File: src/rtl/riscv_pkg.sv
// Shared RISC-V front-end types: register indices, write-port count and
// the register-read stage state encoding.
package riscv_pkg;

   localparam int unsigned REGISTER_PORTS = 2;
   localparam int unsigned XLEN           = 32;
   localparam int unsigned REG_COUNT      = 32;
   localparam int unsigned IDX_W          = 6;
   localparam int unsigned SEL_W          = 5;

   typedef logic [IDX_W-1:0] reg_idx_t;

   typedef enum logic [1:0] {
      IDLE  = 2'd0,
      HOLD  = 2'd1,
      ISSUE = 2'd2
   } reg_read_state_e;

endpackage

File: src/rtl/riscv_reg_fwd.sv
// Operand select for one source register: x0, snooped write-port forward or
// register file, plus the hazard flag that keeps the instruction held.
module riscv_reg_fwd
   import riscv_pkg::*;
#(
   parameter bit FORWARD = 1'b1
)
(
   input  reg_idx_t                             idx,
   input  logic [REG_COUNT-1:0][XLEN-1:0]       register,
   input  logic [REG_COUNT-1:0]                 register_locked,
   input  logic [REGISTER_PORTS-1:0]            register_write_en,
   input  reg_idx_t [REGISTER_PORTS-1:0]        register_write,
   input  logic [REGISTER_PORTS-1:0][XLEN-1:0]  register_write_data,
   output logic [XLEN-1:0]                      data_c,
   output logic                                 blocked_c
);

   logic            hit;
   logic [XLEN-1:0] fwd_data;

   // Ascending scan so the highest-numbered matching port wins.
   always_comb begin
      hit      = 1'b0;
      fwd_data = '0;
      for (int unsigned n = 0; n < REGISTER_PORTS; n++) begin
         if (register_write_en[n] && (register_write[n] == idx)) begin
            hit      = 1'b1;
            fwd_data = register_write_data[n];
         end
      end
   end

   always_comb begin
      data_c = register[idx[SEL_W-1:0]];
      if (idx == '0) begin
         data_c = '0;
      end else if (FORWARD && hit) begin
         data_c = fwd_data;
      end
   end

   assign blocked_c = (idx != '0) && register_locked[idx[SEL_W-1:0]] && (!FORWARD || !hit);

endmodule

File: src/rtl/riscv_reg_read.sv
// Register-read stage: captures a decoded instruction, waits out RAW/WAW
// hazards, locks rd in the register file and issues operands downstream.
module riscv_reg_read
   import riscv_pkg::*;
#(
   parameter bit FORWARD = 1'b1
)
(
   input  logic                                 clock,
   input  logic                                 reset,
   input  logic                                 in_valid,
   output logic                                 in_ready,
   input  reg_idx_t                             in_rs1,
   input  reg_idx_t                             in_rs2,
   input  reg_idx_t                             in_rd,
   input  logic                                 in_rd_en,
   input  logic [XLEN-1:0]                      in_tag,
   input  logic [REG_COUNT-1:0][XLEN-1:0]       register,
   input  logic [REG_COUNT-1:0]                 register_locked,
   input  logic [REGISTER_PORTS-1:0]            register_write_en,
   input  reg_idx_t [REGISTER_PORTS-1:0]        register_write,
   input  logic [REGISTER_PORTS-1:0][XLEN-1:0]  register_write_data,
   output logic                                 lock_en,
   output reg_idx_t                             lock,
   output logic                                 out_valid,
   input  logic                                 out_ready,
   output logic [XLEN-1:0]                      out_rs1_data,
   output logic [XLEN-1:0]                      out_rs2_data,
   output reg_idx_t                             out_rd,
   output logic                                 out_rd_en,
   output logic [XLEN-1:0]                      out_tag
);

   reg_read_state_e state;
   reg_read_state_e next_state;

   reg_idx_t        cap_rs1;
   reg_idx_t        cap_rs2;
   reg_idx_t        cap_rd;
   logic            cap_rd_en;
   logic [XLEN-1:0] cap_tag;

   logic [XLEN-1:0] rs1_data_c;
   logic [XLEN-1:0] rs2_data_c;
   logic            rs1_blocked_c;
   logic            rs2_blocked_c;
   logic            rd_hit;
   logic            rd_blocked;
   logic            go;
   logic            accept;

   riscv_reg_fwd #(.FORWARD(FORWARD)) u_fwd_rs1 (
      .idx                 (cap_rs1),
      .register            (register),
      .register_locked     (register_locked),
      .register_write_en   (register_write_en),
      .register_write      (register_write),
      .register_write_data (register_write_data),
      .data_c              (rs1_data_c),
      .blocked_c           (rs1_blocked_c)
   );

   riscv_reg_fwd #(.FORWARD(FORWARD)) u_fwd_rs2 (
      .idx                 (cap_rs2),
      .register            (register),
      .register_locked     (register_locked),
      .register_write_en   (register_write_en),
      .register_write      (register_write),
      .register_write_data (register_write_data),
      .data_c              (rs2_data_c),
      .blocked_c           (rs2_blocked_c)
   );

   // A same-cycle write to rd retires the older writer, clearing the WAW hazard.
   always_comb begin
      rd_hit = 1'b0;
      for (int unsigned n = 0; n < REGISTER_PORTS; n++) begin
         if (register_write_en[n] && (register_write[n] == cap_rd)) begin
            rd_hit = 1'b1;
         end
      end
   end

   assign rd_blocked = cap_rd_en && (cap_rd != '0) && register_locked[cap_rd[SEL_W-1:0]] && !rd_hit;
   assign go         = (state == HOLD) && !rs1_blocked_c && !rs2_blocked_c && !rd_blocked;
   assign accept     = in_valid && in_ready;
   assign out_valid  = (state == ISSUE);

   always_ff @(posedge clock) begin
      if (reset) begin
         state <= IDLE;
      end else begin
         state <= next_state;
      end
   end

   always_comb begin
      next_state = state;
      case (state)
         IDLE:    if (in_valid) next_state = HOLD;
         HOLD:    if (go) next_state = ISSUE;
         ISSUE:   if (out_ready) next_state = in_valid ? HOLD : IDLE;
         default: next_state = IDLE;
      endcase
   end

   // Reset masks handshake and lock so an in-flight instruction never locks rd.
   always_comb begin
      in_ready = 1'b0;
      lock_en  = 1'b0;
      lock     = '0;
      if (!reset) begin
         case (state)
            IDLE:  in_ready = 1'b1;
            ISSUE: in_ready = out_ready;
            HOLD: begin
               if (go && cap_rd_en && (cap_rd != '0)) begin
                  lock_en = 1'b1;
                  lock    = cap_rd;
               end
            end
            default: in_ready = 1'b0;
         endcase
      end
   end

   always_ff @(posedge clock) begin
      if (reset) begin
         cap_rs1      <= '0;
         cap_rs2      <= '0;
         cap_rd       <= '0;
         cap_rd_en    <= 1'b0;
         cap_tag      <= '0;
         out_rs1_data <= '0;
         out_rs2_data <= '0;
         out_rd       <= '0;
         out_rd_en    <= 1'b0;
         out_tag      <= '0;
      end else begin
         if (accept) begin
            cap_rs1   <= in_rs1;
            cap_rs2   <= in_rs2;
            cap_rd    <= in_rd;
            cap_rd_en <= in_rd_en;
            cap_tag   <= in_tag;
         end
         if (go) begin
            out_rs1_data <= rs1_data_c;
            out_rs2_data <= rs2_data_c;
            out_rd       <= cap_rd;
            out_rd_en    <= cap_rd_en;
            out_tag      <= cap_tag;
         end
      end
   end

endmodule

File: config.mk
export PLATFORM = sky130hd
export DESIGN_NAME = riscv_reg_read
export DESIGN_NICKNAME = d
export VERILOG_FILES = /design/src/rtl/riscv_pkg.sv /design/src/rtl/riscv_reg_fwd.sv /design/src/rtl/riscv_reg_read.sv
export SDC_FILE = /design/constraint.sdc
export NUM_CORES = 1
export LEC_CHECK = 0
export ABC_CLOCK_PERIOD_IN_PS = 4100
export BUFFER_PORTS_ARGS = -buffer_cell sky130_fd_sc_hd__buf_4
export CAP_MARGIN = 0
export CORE_AREA = 2 2 507 509
export CTS_BUF_LIST = sky130_fd_sc_hd__clkbuf_16
export DETAILED_ROUTE_END_ITERATION = 8
export DIE_AREA = 0 0 509 511
export GPL_TIMING_DRIVEN = 1
export HOLD_SLACK_MARGIN = 0.12
export PLACE_DENSITY = 0.34
export SLEW_MARGIN = 20
export SYNTH_ARGS = -nofsm -noshare
export SYNTH_HDL_FRONTEND = slang
export SYNTH_SLANG_ARGS = --single-unit
File: constraint.sdc
create_clock -name clock -period 4.1 [get_ports clock]
set_input_delay 0.615 -clock clock [delete_from_list [all_inputs] [get_ports clock]]
set_output_delay 0.615 -clock clock [all_outputs]
set_load 0.01 [all_outputs]
# Word-level counts from Yosys, hierarchy flattened
# Index checks and enable logic that the tools add are counted.
[word_totals] regBits=156 word_cells=94 in_bits=1189 out_inout_bits=112
[op_classes] n_lt_le_gt_ge=3 n_mux=37 eq_ne=11 n_reduce_logical=32
[op_table] cell="$bmux 32 s5" count=2
[op_table] cell="$mux 32" count=10
[op_table] cell="$eq 6x6->1" count=6
[op_table] cell="$logic_and 1x1->1" count=19
[op_table] cell="$lt 5x6->1 const B" count=3
[op_table] cell="$mux 6" count=3
[op_table] cell="$reduce_bool 6->1" count=3
[op_table] cell="$bmux 1 s5" count=3
[op_table] cell="$mux 1" count=14
[op_table] cell="$logic_not 6->1" count=2
[op_table] cell="$logic_not 1->1" count=6
[op_table] cell="$mux 2" count=3
[op_table] cell="$pmux 2 s3" count=1
[op_table] cell="$ne 2x2->1 const B" count=2
[op_table] cell="$reduce_and 3->1" count=1
[op_table] cell="$eq 2x1->1 const B" count=1
[op_table] cell="$eq 2x2->1 const B" count=1
[op_table] cell="$logic_not 2->1" count=1
[op_table] cell="$ne 2x1->1 const B" count=1
[op_table] cell="$pmux 1 s2" count=1

# Longest topological paths before layout
# Gate-level depths: netlist of the first run.
[depth] word_depth=15 mapped_depth=12 depth_no_buf=7

# By module
# Synthesis of the first run repeated with hierarchy kept, for this count alone.
[unflattened] cells_unflattened=2562 hier_area_um2=26422.8
[by_module_without_submodules] module="riscv_reg_fwd" seq_area_each_um2=0.0 cells_each=932 area_each_um2=9761.9 instances=2
[by_module_without_submodules] module="riscv_reg_read" seq_area_each_um2=3123.0 cells_each=698 area_each_um2=6899.1 instances=1

# Worst setup path before layout of the first run
# No wires, ideal clock.
[synth_path] kind="input port to output port" startpoint="input register_locked[29]" endpoint="output lock[0]" slack_ns=1.272 stages=7 n_path_buf=0 required_time_ns=3.485 t_arrival_ns=2.213 path_cell_list="mux4_2 > mux2_2 > o211ai_1 > a2111o_1 > o21ai_0 > nor2_1 > and3_1"
[synth_between] elab_chain_len=13 word_cells_on_any_way=23 classes_between="mux: 9; reduce/logical: 14"
[synth_rtl] item="start: declaration" line_no="riscv_reg_read.sv:19" rtl="input logic [REG_COUNT-1:0] register_locked,"
[synth_rtl] item="$bmux 1 s5" line_no="riscv_reg_fwd.sv:43" rtl="assign blocked_c = (idx != '0) && register_locked[idx[SEL_W-1:0]] && (!FORWARD || !hit);"
[synth_rtl] item="$mux 1 (not written as such)" line_no="riscv_reg_fwd.sv:43"
[synth_rtl] item="$logic_and 1x1->1 (2 in a row)" line_no="riscv_reg_fwd.sv:43"
[synth_rtl] item="$logic_not 1->1" line_no="riscv_reg_read.sv:85" rtl="assign go = (state == HOLD) && !rs1_blocked_c && !rs2_blocked_c && !rd_blocked;"
[synth_rtl] item="$logic_and 1x1->1 (2 in a row)" line_no="riscv_reg_read.sv:85"
[synth_rtl] item="$logic_and 1x1->1 (*)" line_no="riscv_reg_read.sv:85"
[synth_rtl] item="$logic_and 1x1->1 (*) (2 in a row)" line_no="riscv_reg_read.sv:117" rtl="if (go && cap_rd_en && (cap_rd != '0)) begin"
[synth_rtl] item="$mux 6 (*)" line_no="riscv_reg_read.sv:117"
[synth_rtl] item="$mux 6 (*)" line_no="riscv_reg_read.sv:113" rtl="case (state)"
[synth_rtl] item="$mux 6 (*)" line_no="riscv_reg_read.sv:112" rtl="if (!reset) begin"
[synth_rtl] item="end: declaration" line_no="riscv_reg_read.sv:24" rtl="output reg_idx_t lock,"
# Mark *: on every way between the ends. The rest lies on a longest branch, timed or not. The select of a mux whose other input is x is not followed.

# Worst setup path after layout of the first run
[layout_path] startpoint="register cap_rs2[1]" endpoint="register out_rs2_data[26]"
[layout_between] elab_chain_len=9 word_cells_on_any_way=22 classes_between="eq/ne: 2; mux: 10; reduce/logical: 10"
[layout_rtl] item="start: declaration" line_no="riscv_reg_read.sv:38" rtl="reg_idx_t cap_rs2;"
[layout_rtl] item="start signal: assignment" line_no="riscv_reg_read.sv:142" rtl="cap_rs2 <= in_rs2;"
[layout_rtl] item="branches (longest 9 deep; another with $bmux 1 s5)"
[layout_rtl] item="end signal: assignment" line_no="riscv_reg_read.sv:149" rtl="out_rs2_data <= rs2_data_c;"
[layout_rtl] item="end: declaration" line_no="riscv_reg_read.sv:28" rtl="output logic [XLEN-1:0] out_rs2_data,"
# Parallel ways; which one is timed is not known. The select of a mux whose other input is x is not followed.
# A chain may end at the register's enable or synchronous reset.

==> results of run 1 <==
-- path summary, 6_finish.rpt --
path	startpoint	to	slack [ns]	cells past startpoint
setup / recovery	cap_rs2[1]$_SDFFE_PP0P_	out_rs2_data[26]$_SDFFE_PP0P_	-0.06	8
hold / removal	in_rs2[2]	cap_rs2[2]$_SDFFE_PP0P_	0.29	3
setup reg to reg	cap_rs2[1]$_SDFFE_PP0P_	out_rs2_data[26]$_SDFFE_PP0P_	-0.06	8
hold reg to reg	cap_tag[6]$_SDFFE_PP0P_	out_tag[6]$_SDFFE_PP0P_	0.46	2
-- cell type report --
type                    instances  area, um2
diodes                         60        150
clock buffers                  17        425
clock inverters                15        111
fillers                     28759     216000
inverters                       8       31.3
multi-input cells            1684      19800
flip-flops and latches        156       3160
well taps                    3384       4230
repair buffers               1462      11400
-- metal layers --
metal  vias up  GRT usage  part of all wire
li1      11422          -                 -
met1     14968      0.237              0.40
met2      1810      0.316              0.47
met3       294     0.0766              0.11
met4       108     0.0376             0.020
met5         -          0            0.0027
-- sequential cells by signal (all words and copies together) (netlist names) --
name,cells
state,2
cap_tag,32
cap_rd,6
out_tag,32
cap_rd_en,1
out_rs1_data,32
out_rs2_data,32
out_rd_en,1
cap_rs2,6
cap_rs1,6
out_rd,6
-- placed cells by master (no fill, tap or decap), drive strengths merged, types with 6 or more instances in the layout --
cell type,instances
a21oi,88
nand2,127
o21ai,124
o221a,9
xor2,13
nor3,50
a22oi,30
a31o,6
and3,7
o221ai,68
buf,1462
o22ai,57
mux4,516
diode,60
mux2,65
nor2b,63
nand3,41
o211ai,22
inv,17
a211oi,6
xnor2,23
dfxtp,156
clkbuf,17
nor2,79
mux2i,213
a221oi,28
-- metrics by stage --
step	std cells	utilization	TNS, ns	hold slack [ns]	power [mW]
floorplan	2118	-	0	0.436	4.77
global placement	6687	0.151	-0.363	0.448	8.49
detailed placement	6688	0.151	0	0.453	8.48
CTS	6720	0.153	0	0.241	10.2
global route	6751	0.154	-0.00645	0.278	10.4
finish	6786	0.154	-0.0622	0.295	10.0
-- synthesized netlist by cell type, types with 7 or more instances --
master	number	area [um2]
mux2_2	36	405
nand2_1	126	473
buf_6	14	158
o221a_2	9	101
buf_1	11	41.3
a221oi_1	28	245
o211ai_1	22	165
nand3_1	41	205
nor3_1	50	250
xnor2_1	23	201
a22oi_1	30	225
mux2i_1	213	2130
buf_2	75	375
clkbuf_1	140	526
o221ai_1	68	596
nor2_1	79	297
buf_4	30	225
nor2b_1	63	394
inv_1	7	26.3
a21oi_1	88	440
and3_1	7	43.8
xor2_1	13	114
mux4_2	516	11600
dfxtp_1	156	3120
o22ai_1	57	357
mux2_1	23	259
o21ai_0	122	611
-- kinds of logic (layout without fill, tap and decap cells) --
group,Yosys count,count (layout),synth area share
AOI/OAI and AO/OA,454,454,0.123
xor gates and xnor gates,36,36,0.0130
buffers and inverters,278,1502,0.0560
DFF,156,156,0.129
muxes,794,794,0.600
other,0,60,0
and+or+nand+nor,400,400,0.0792
-- power by group through the flow --
stage,combinational (mW),sequential (mW),clock (mW)
finish,6.57,1.82,1.63
global route,6.88,1.84,1.73
CTS,6.63,1.83,1.70
detailed placement,6.61,1.87,0
global placement,6.62,1.87,0
floorplan,3.00,1.77,0
-- critical path, stage by stage, from the launching register on --
cell and delay [ns]:
dfxtp_4 0.68, buf_12 0.29, buf_12 0.35, mux4_2 0.37, mux2i_1 0.53, a21oi_1 0.51, nor3_1 0.63, nor2_1 0.13
mux2_1 0.30
-- what timing repair did --
action                                  4_1_cts  5_1_grt
setup buffers                                 0        6
hold buffers                                  0        0
endpoints found under the setup margin        0        7
==> impl_results.md, run 1 <==
* Status: complete, but fails checks
* Failing checks: negative setup slack
* Clock Skew at 0.0220 ns
* Initial antenna violation count at between 150 and 200
* Syn Area/Cell at between 10 and 15 um2
* Core Box Area at 255,000 um2
* Sequential Power Share at 0.182
* GPL Wtd Cong at between 0.9 and 1
* DRC at 0
* Longest Clk Path Bufs at 2
* Rows at ~190
* Final max-slew violation count at 0
* Post-route setup slack at -0.0622 ns
* Vias in the first global route at ~29,000
* Port Buffer Count at between 1,000 and 1,500
* Die width at between 500 and 600 um
* Syn Std Cell Area at roughly 24,000 um2
* YS warnings at 0
* Detailed Routing Iterations Pass 1 at 7
* Vias per cell at ~4.2
* First-pass GRT wire length at between 300,000 and 400,000 um
* HPWL after detailed placement at between 200,000 and 250,000 um
* Clock share of power at 0.163
* Wire length per cell at between 30 and 40 um
* Largest net degree at the start of global routing at 69
* Synth Flop Type: dfxtp_1
* Crit Path Category: reg -> reg
* Initial core utilization at 0.0948
* Synthesized flop and latch total at roughly 160
* Max VDD drop at 0.355 mV
* Critical Path RT at approximately 4.5 ns
* Num ports at 1,301
* Tcrit/Tclk final at 1.02
* Resize count post-CTS at 0
* Netlist cell types at 54
* Seq/Total Area, Yosys at 0.129
* CP startpoint kind: flop
* Final Cell Area at just under 40,000 um2
* ANT nets after route at 0
* Register clock-pin slew on the reported worst setup and hold paths at around 0.080 ns
* Pre-CTS setup slack at about 0.11 ns
* CTS root buffer: clkbuf_16
* Die ar. at 260,000 um2
* Post-synth EDFFs at 0
* Cells after Synth at approximately 2,100
* Leak at ~14 nW
* # clock sinks at 156
* Net Sw Power at approximately 4.7 mW
* Final Setup Violations at 1
* Total GRT Usage at 0.193
* Logic gate share of total power at 0.656
* Skew-Pair Late Insertion Delay at between 0.5 and 0.6 ns
* Final worst path period need at roughly 4.2 ns
* Final-report hold violation count at 0
* CTS buffer count at 17
* Overflow after GRT at 0
* Worst slew pin tran at 1.31 ns
* H-tree Lvls at 4
* HP Class: in -> reg
* First DRT Iteration DRCs at just under 3,000
* CTS tree: yes
* Critical Path Fanout Max at 56
* Switching portion of total power at 0.466
* Net count, final at roughly 4,500
* Max-Cap Viols at 0
* WP data arrival at 4.56 ns
* Die height at between 500 and 600 um
* Share of cells above drive strength 1 at 0.630
* Placed inst area at 38,600 um2
* Synthesis-to-layout area growth at 62.8%
* Total wire length at ~260,000 um
* Slew margin rel. at 0.117
* CP endpoint kind: flop
* Max Clock Freq at 240 MHz
* Power per standard cell area at about 250 nW/um2
* Async SR Flop Fraction at 0
* Mapped Nets at roughly 3,300
* P_int at 5.35 mW
* Via count at around 29,000
(Power assumes the default switching activity.)
==> run 2, diff against run 1 <==
--- a/config.mk
+++ b/config.mk
@@ -5,13 +5,13 @@
 export SDC_FILE = /design/constraint.sdc
 export NUM_CORES = 1
 export LEC_CHECK = 0
-export ABC_CLOCK_PERIOD_IN_PS = 4100
+export ABC_CLOCK_PERIOD_IN_PS = 3950
 export BUFFER_PORTS_ARGS = -buffer_cell sky130_fd_sc_hd__buf_4
 export CAP_MARGIN = 0
-export CORE_AREA = 2 2 507 509
+export CORE_AREA = 2 2 508 510
 export CTS_BUF_LIST = sky130_fd_sc_hd__clkbuf_16
 export DETAILED_ROUTE_END_ITERATION = 8
-export DIE_AREA = 0 0 509 511
+export DIE_AREA = 0 0 510 512
 export GPL_TIMING_DRIVEN = 1
 export HOLD_SLACK_MARGIN = 0.12
 export PLACE_DENSITY = 0.34
==> constraint.sdc (replaced) <==
create_clock -name clock -period 3.95 [get_ports clock]
set_input_delay 0.5925 -clock clock [delete_from_list [all_inputs] [get_ports clock]]
set_output_delay 0.5925 -clock clock [all_outputs]
set_load 0.01 [all_outputs]
==> run 2 against run 1 <==
The flow now finishes without violations. Cell area hardly changed. Global-route usage is 0.36 points lower. Die area is 0.39% higher. Clock power is 13% higher. Critical endpoint is now out_rs1_data[6]$_SDFFE_PP0P_. Count of clock-buffer cells in the layout stayed put. Sequential share of layout area hardly changed. Critical path type unchanged. First-iteration DRC count is 17% lower. Critical path depth is 1 lower. Cell count hardly changed.
==> impl_results.md, run 2 (same netlist as run 1, synthesis figures left out) <==
* Register clock-pin slew on the reported worst setup and hold paths at 0.09 ns
* Critical Path Fanout Max at 29
* First-pass GRT wire length at between 300,000 and 400,000 um
* Max Clock Freq at around 260 MHz
* Clock share of power at 0.174
* Leading cell type in the layout, fill and taps excluded: buf_4
* Detailed Routing Iterations Pass 1 at 7
* Die height at between 500 and 600 um
* Multi-input logic area at 19,800 um2
* Hold slack final at ~0.26 ns
* Unrepaired setup endpoints after global routing: false
* Max stage delay on crit path at 0.70 ns
* # clock sinks at about 160
* Initial antenna violation count at 146
* Overflow after GRT at 0
* Vias per cell at 4.17
* CTS buffer count at 17
* Max VDD drop at 0.351 mV
* Max-Cap Viols at 0
* Port Buffer Count at roughly 1,300
* Final max-slew violation count at 0
* CTS tree: yes
* Initial core utilization at 0.0946
* Core Box Area at 256,000 um2
* Synthesis-to-layout area growth at 62.8%
* Leak at between 10 and 15 nW
* Fin Setup TNS at 0 ns
* Vias in the first global route at around 29,000
* Sequential Power Share at 0.181
* HPWL after detailed placement at ~220,000 um
* Fill cell count at around 29,000
* H-tree Lvls at 4
* Critical Path RT at roughly 4.4 ns
* GPL Wtd Cong at roughly 0.96
* DRC at 0
* Tcrit/Tclk final at 0.987
* First DRT Iteration DRCs at between 2,000 and 2,500
* R2R cell count at 7
* CP endpoint kind: flop
* Final worst path period need at slightly below 4 ns
* Longest Clk Path Bufs at 2
* Rows at between 150 and 200
* Flop-to-flop setup slack at 0.05 ns
* Net Sw Power at around 5.0 mW
* HP Class: in -> reg
* Worst slew pin tran at 1.40 ns
* Total wire length at 256,000 um
* Net count, final at about 4,500
* ANT nets after route at 0
* Slew margin rel. at 0.0636
* Switching portion of total power at 0.469
* Critical path's slowest cell: o22ai_1
* Die ar. at 261,000 um2
* Final Setup Violations at 0
* Die width at 510 um
* Clock Skew at 0.0303 ns
* CTS root buffer: clkbuf_16
* Post-route setup slack at approximately 0.052 ns
* Crit Path Category: reg -> reg
* Largest net degree at the start of global routing at 102
* Postcts setup bufs at 0
* Seq. cell area at 3160 um2
* WHS Path Cells at 3
* P_int at 5.63 mW
* Critical path's most frequent cell: mux4_2
* WP data arrival at around 4.3 ns
* Pre-CTS setup slack at 0.157 ns
* CP startpoint kind: flop
* Power per standard cell area at about 270 nW/um2
* Skew-Pair Late Insertion Delay at 0.55 ns
* Commonest cells after routing, fill and taps aside: buf_4, mux4_2, mux2i_1, dfxtp_1, nand2_1
* Num ports at between 1,000 and 1,500
* Total GRT Usage at 0.189
* Via count at approximately 28,000
* Worst path cell trace: buf_12 -> buf_4 -> mux4_2 -> mux4_2 -> o22ai_1 -> nor2_1 -> mux2_4
* Logic gate share of total power at 0.645
* Status: finished clean
* Share of cells above drive strength 1 at 0.631
* Wire length per cell at roughly 38 um
* Final-report hold violation count at 0
## run 2: cell count changes in the layout (fill, tap and decap cells not counted), moves of 3 or more
| cell | before | now |
|---|---|---|
| nor3_2 | 1 | 6 |
| buf_12 | 37 | 31 |
| inv_8 | 2 | 5 |
| diode_2 | 60 | 52 |
| clkinv_4 | 0 | 3 |
| clkinv_8 | 0 | 4 |
| inv_6 | 5 | 2 |
| buf_4 | 1424 | 1436 |
| nor3_1 | 49 | 44 |
## run 2: metal layers
metal  vias to the layer above  share of wire  track usage
li1                      11431              -            -
met1                     14851           0.41        0.232
met2                      1650           0.47        0.311
met3                       290          0.095       0.0679
met4                        86          0.026       0.0475
met5                         -         0.0022            0
## run 2: worst paths after layout
kind                                               start                            to
worst min register to register  cap_tag[26]$_SDFFE_PP0P_      out_tag[26]$_SDFFE_PP0P_
worst max register to register   cap_rs1[0]$_SDFFE_PP0P_  out_rs1_data[6]$_SDFFE_PP0P_
worst max-delay path             cap_rs1[0]$_SDFFE_PP0P_  out_rs1_data[6]$_SDFFE_PP0P_
worst min-delay path                            in_rd[0]        cap_rd[0]$_SDFFE_PP0P_
## run 2: timing repair
action                     4_1_cts  5_1_grt
resized for setup                2        0
setup endpoints to repair        7        0
hold buffers                     0        0
## run 2: area by class of cell
class | instances | share of cell area
repair buffers | 1467 | 0.289
clock buffers | 17 | 0.0108
inverters | 8 | 0.000794
well taps | 3384 | 0.107
multi-input cells | 1684 | 0.504
clock inverters | 15 | 0.00435
diodes | 52 | 0.00330
flip-flops and latches | 156 | 0.0802
## run 2: worst max-delay path, delay by kind of cell (launching register included)
family	cells	cell delay [ns]
compound gates	1	0.70
simple gates	1	0.08
flops	1	0.66
buf+inv	2	0.75
mux	3	1.47
## run 2: through the flow
stage          cells  instance area [um2]  utilization  power, mW
3_5_place_dp    6699                38700        0.151       8.89
2_1_floorplan   2118                24200            -       4.95
4_1_cts         6731                39300        0.154       10.8
6_report        6783                39400        0.154       10.6
3_3_place_gp    6699                38700        0.151       8.90
5_1_grt         6754                39300        0.154       11.1
## run 2: power by group through the flow
| stage | Clock [mW] | Sequential, mW | Combinational (mW) |
|---|---|---|---|
| 2_1_floorplan | 0 | 1.83 | 3.11 |
| 3_5_place_dp | 0 | 1.96 | 6.93 |
| 6_report | 1.85 | 1.92 | 6.84 |
| 3_3_place_gp | 0 | 1.96 | 6.94 |
| 5_1_grt | 1.99 | 1.94 | 7.19 |
| 4_1_cts | 1.96 | 1.92 | 6.95 |
==> run 3, diff against run 2 <==
--- a/config.mk
+++ b/config.mk
@@ -6,7 +6,7 @@
 export NUM_CORES = 1
 export LEC_CHECK = 0
 export ABC_CLOCK_PERIOD_IN_PS = 3950
-export BUFFER_PORTS_ARGS = -buffer_cell sky130_fd_sc_hd__buf_4
+export BUFFER_PORTS_ARGS = -buffer_cell sky130_fd_sc_hd__buf_2
 export CAP_MARGIN = 0
 export CORE_AREA = 2 2 508 510
 export CTS_BUF_LIST = sky130_fd_sc_hd__clkbuf_16
@@ -14,8 +14,9 @@
 export DIE_AREA = 0 0 510 512
 export GPL_TIMING_DRIVEN = 1
 export HOLD_SLACK_MARGIN = 0.12
-export PLACE_DENSITY = 0.34
+export PLACE_DENSITY = 0.38
 export SLEW_MARGIN = 20
 export SYNTH_ARGS = -nofsm -noshare
 export SYNTH_HDL_FRONTEND = slang
 export SYNTH_SLANG_ARGS = --single-unit
+export TNS_END_PERCENT = 100
==> run 3 against run 2 <==
First-iteration DRC count up 14%. Combinational power down 6.0%. Core utilization down 1.1 points. Sequential share of layout area up 0.59 points. Sequential cell count unchanged. Maximum frequency up 3.6%. Register-to-register slack better by 0.13 ns. Routed wire length down 4.3%. Clock power down 4%. Global-route usage down 0.86 points. Cell area down 6.9%.
==> impl_results.md, run 3 (same netlist as run 1, synthesis figures left out) <==
* Logic gate share of total power at 0.638
* Hold slack final at between 0.2 and 0.3 ns
* Detailed Routing Iterations Pass 1 at 8
* Switching portion of total power at 0.475
* ANT nets after route at 0
* Cts hold-fix bufs at 0
* Core Box Area at 256,000 um2
* Num ports at around 1,300
* Final-report hold violation count at 0
* Total wire length at about 240,000 um
* Initial core utilization at 0.0946
* Via count at 29,342
* Rows at 186
* Leading cell type in the layout, fill and taps excluded: buf_2
* CTS tree: yes
* Die height at between 500 and 600 um
* First DRT Iteration DRCs at about 2,800
* GPL Wtd Cong at approximately 0.95
* First-pass GRT wire length at approximately 310,000 um
* # clock sinks at approximately 160
* Placed inst area at between 30,000 and 40,000 um2
* Unrepaired setup endpoints after global routing: false
* Net count, final at 4,549
* Fill cell count at between 20,000 and 30,000
* CP endpoint kind: flop
* Final worst path period need at roughly 3.8 ns
* Longest Clk Path Bufs at 2
* Skew-Pair Late Insertion Delay at approximately 0.52 ns
* Clock Skew at ~0.021 ns
* Critical Path Fanout Max at 18
* Flop-to-flop setup slack at 0.19 ns
* Final Cell Area at 36,700 um2
* CTS buffer count at 17
* Wire length per cell at about 35 um
* CP startpoint kind: flop
* Tcrit/Tclk final at 0.953
* Sequential Power Share at 0.186
* Synthesis-to-layout area growth at 51.5%
* Critical Path RT at approximately 4.4 ns
* Seq. cell area at approximately 3200 um2
* Initial antenna violation count at roughly 250
* Largest net degree at the start of global routing at between 70 and 80
* DRC at 0
* CTS root buffer: clkbuf_16
* Die ar. at between 200,000 and 300,000 um2
* Port Buffer Count at between 1,000 and 1,500
* Register clock-pin slew on the reported worst setup and hold paths at around 0.090 ns
* Multi-input logic area at between 15,000 and 20,000 um2
* Total GRT Usage at 0.180
* Slew margin rel. at 0.195
* HPWL after detailed placement at between 200,000 and 250,000 um
* Leak at between 10 and 15 nW
* Max-Cap Viols at 0
* HP Class: in -> reg
* H-tree Lvls at 4
* Net Sw Power at between 4 and 5 mW
* Die width at 510 um
* Max VDD drop at ~0.37 mV
* Vias per cell at 4.25
* Power per standard cell area at ~280 nW/um2
* Clock share of power at 0.176
* Vias in the first global route at a little under 30,000
* Commonest cells after routing, fill and taps aside: buf_2, mux4_2, mux2i_1, buf_4, dfxtp_1
* Max Clock Freq at 266 MHz
* Final max-slew violation count at 0
* P_int at approximately 5.3 mW
* Worst slew pin tran at 1.21 ns
* Final Setup Violations at 0
* WP data arrival at approximately 4.2 ns
* Share of cells above drive strength 1 at 0.632
* Status: finished clean
* Overflow after GRT at 0
* Crit Path Category: reg -> reg
==> run 3: power groups by stage <==
stage | Combinational [mW] | Sequential (mW) | Clock (mW)
after floorplan | 3.11 | 1.83 | 0
after global placement | 6.46 | 1.92 | 0
after detailed placement | 6.48 | 1.92 | 0
after CTS | 6.49 | 1.89 | 1.86
after global routing | 6.78 | 1.90 | 1.88
final | 6.43 | 1.88 | 1.78
==> run 3: per-layer routing <==
metal  vias up  part of all wire  wire (um)  GRT usage
met5         -            0.0039        951          0
met3       426              0.11      26700     0.0688
li1      11580                 -          -          -
met1     15249              0.40      97100      0.222
met2      1945              0.46     113000      0.292
met4       142             0.029       7200     0.0477
==> run 3: worst max-delay path: stages (launching register included) <==
cell	delay, ns
dfxtp_4	0.62
buf_12	0.26
buf_12	0.25
buf_12	0.22
buf_4	0.18
mux4_2	0.51
mux4_2	0.50
o22ai_1	0.64
nor2_1	0.07
mux2_2	0.28
==> run 3: worst paths after layout <==
path,from,end,cells after the start
worst max register to register,cap_rs1[0]$_SDFFE_PP0P_,out_rs1_data[25]$_SDFFE_PP0P_,9
worst max-delay path,cap_rs1[0]$_SDFFE_PP0P_,out_rs1_data[25]$_SDFFE_PP0P_,9
worst min register to register,cap_tag[21]$_SDFFE_PP0P_,out_tag[21]$_SDFFE_PP0P_,2
worst min-delay path,in_rs1[0],cap_rs1[0]$_SDFFE_PP0P_,3
==> run 3: through the flow <==
step	TNS, ns	power [mW]	instances	setup WS (ns)	util
2_1_floorplan	0	4.95	2118	1.17	-
3_3_place_gp	-0.994	8.38	6719	-0.448	0.139
3_5_place_dp	0	8.40	6721	0.0336	0.140
4_1_cts	0	10.2	6752	0.00889	0.142
5_1_grt	0	10.6	6829	0.0348	0.143
6_report	0	10.1	6901	0.186	0.143
==> run 3: layout make-up <==
type                    count  share of cell area
inverters                   8            0.000853
well taps                3384               0.115
clock buffers              17              0.0116
diodes                    145             0.00990
clock inverters            14             0.00331
repair buffers           1493               0.232
multi-input cells        1684               0.541
flip-flops and latches    156              0.0861
==> run 3: what timing repair did <==
| item | 4_1_cts | 5_1_grt |
|---|---|---|
| gates resized for setup | 0 | 3 |
| endpoints found under the setup margin | 0 | 10 |
| setup buffers | 0 | 4 |
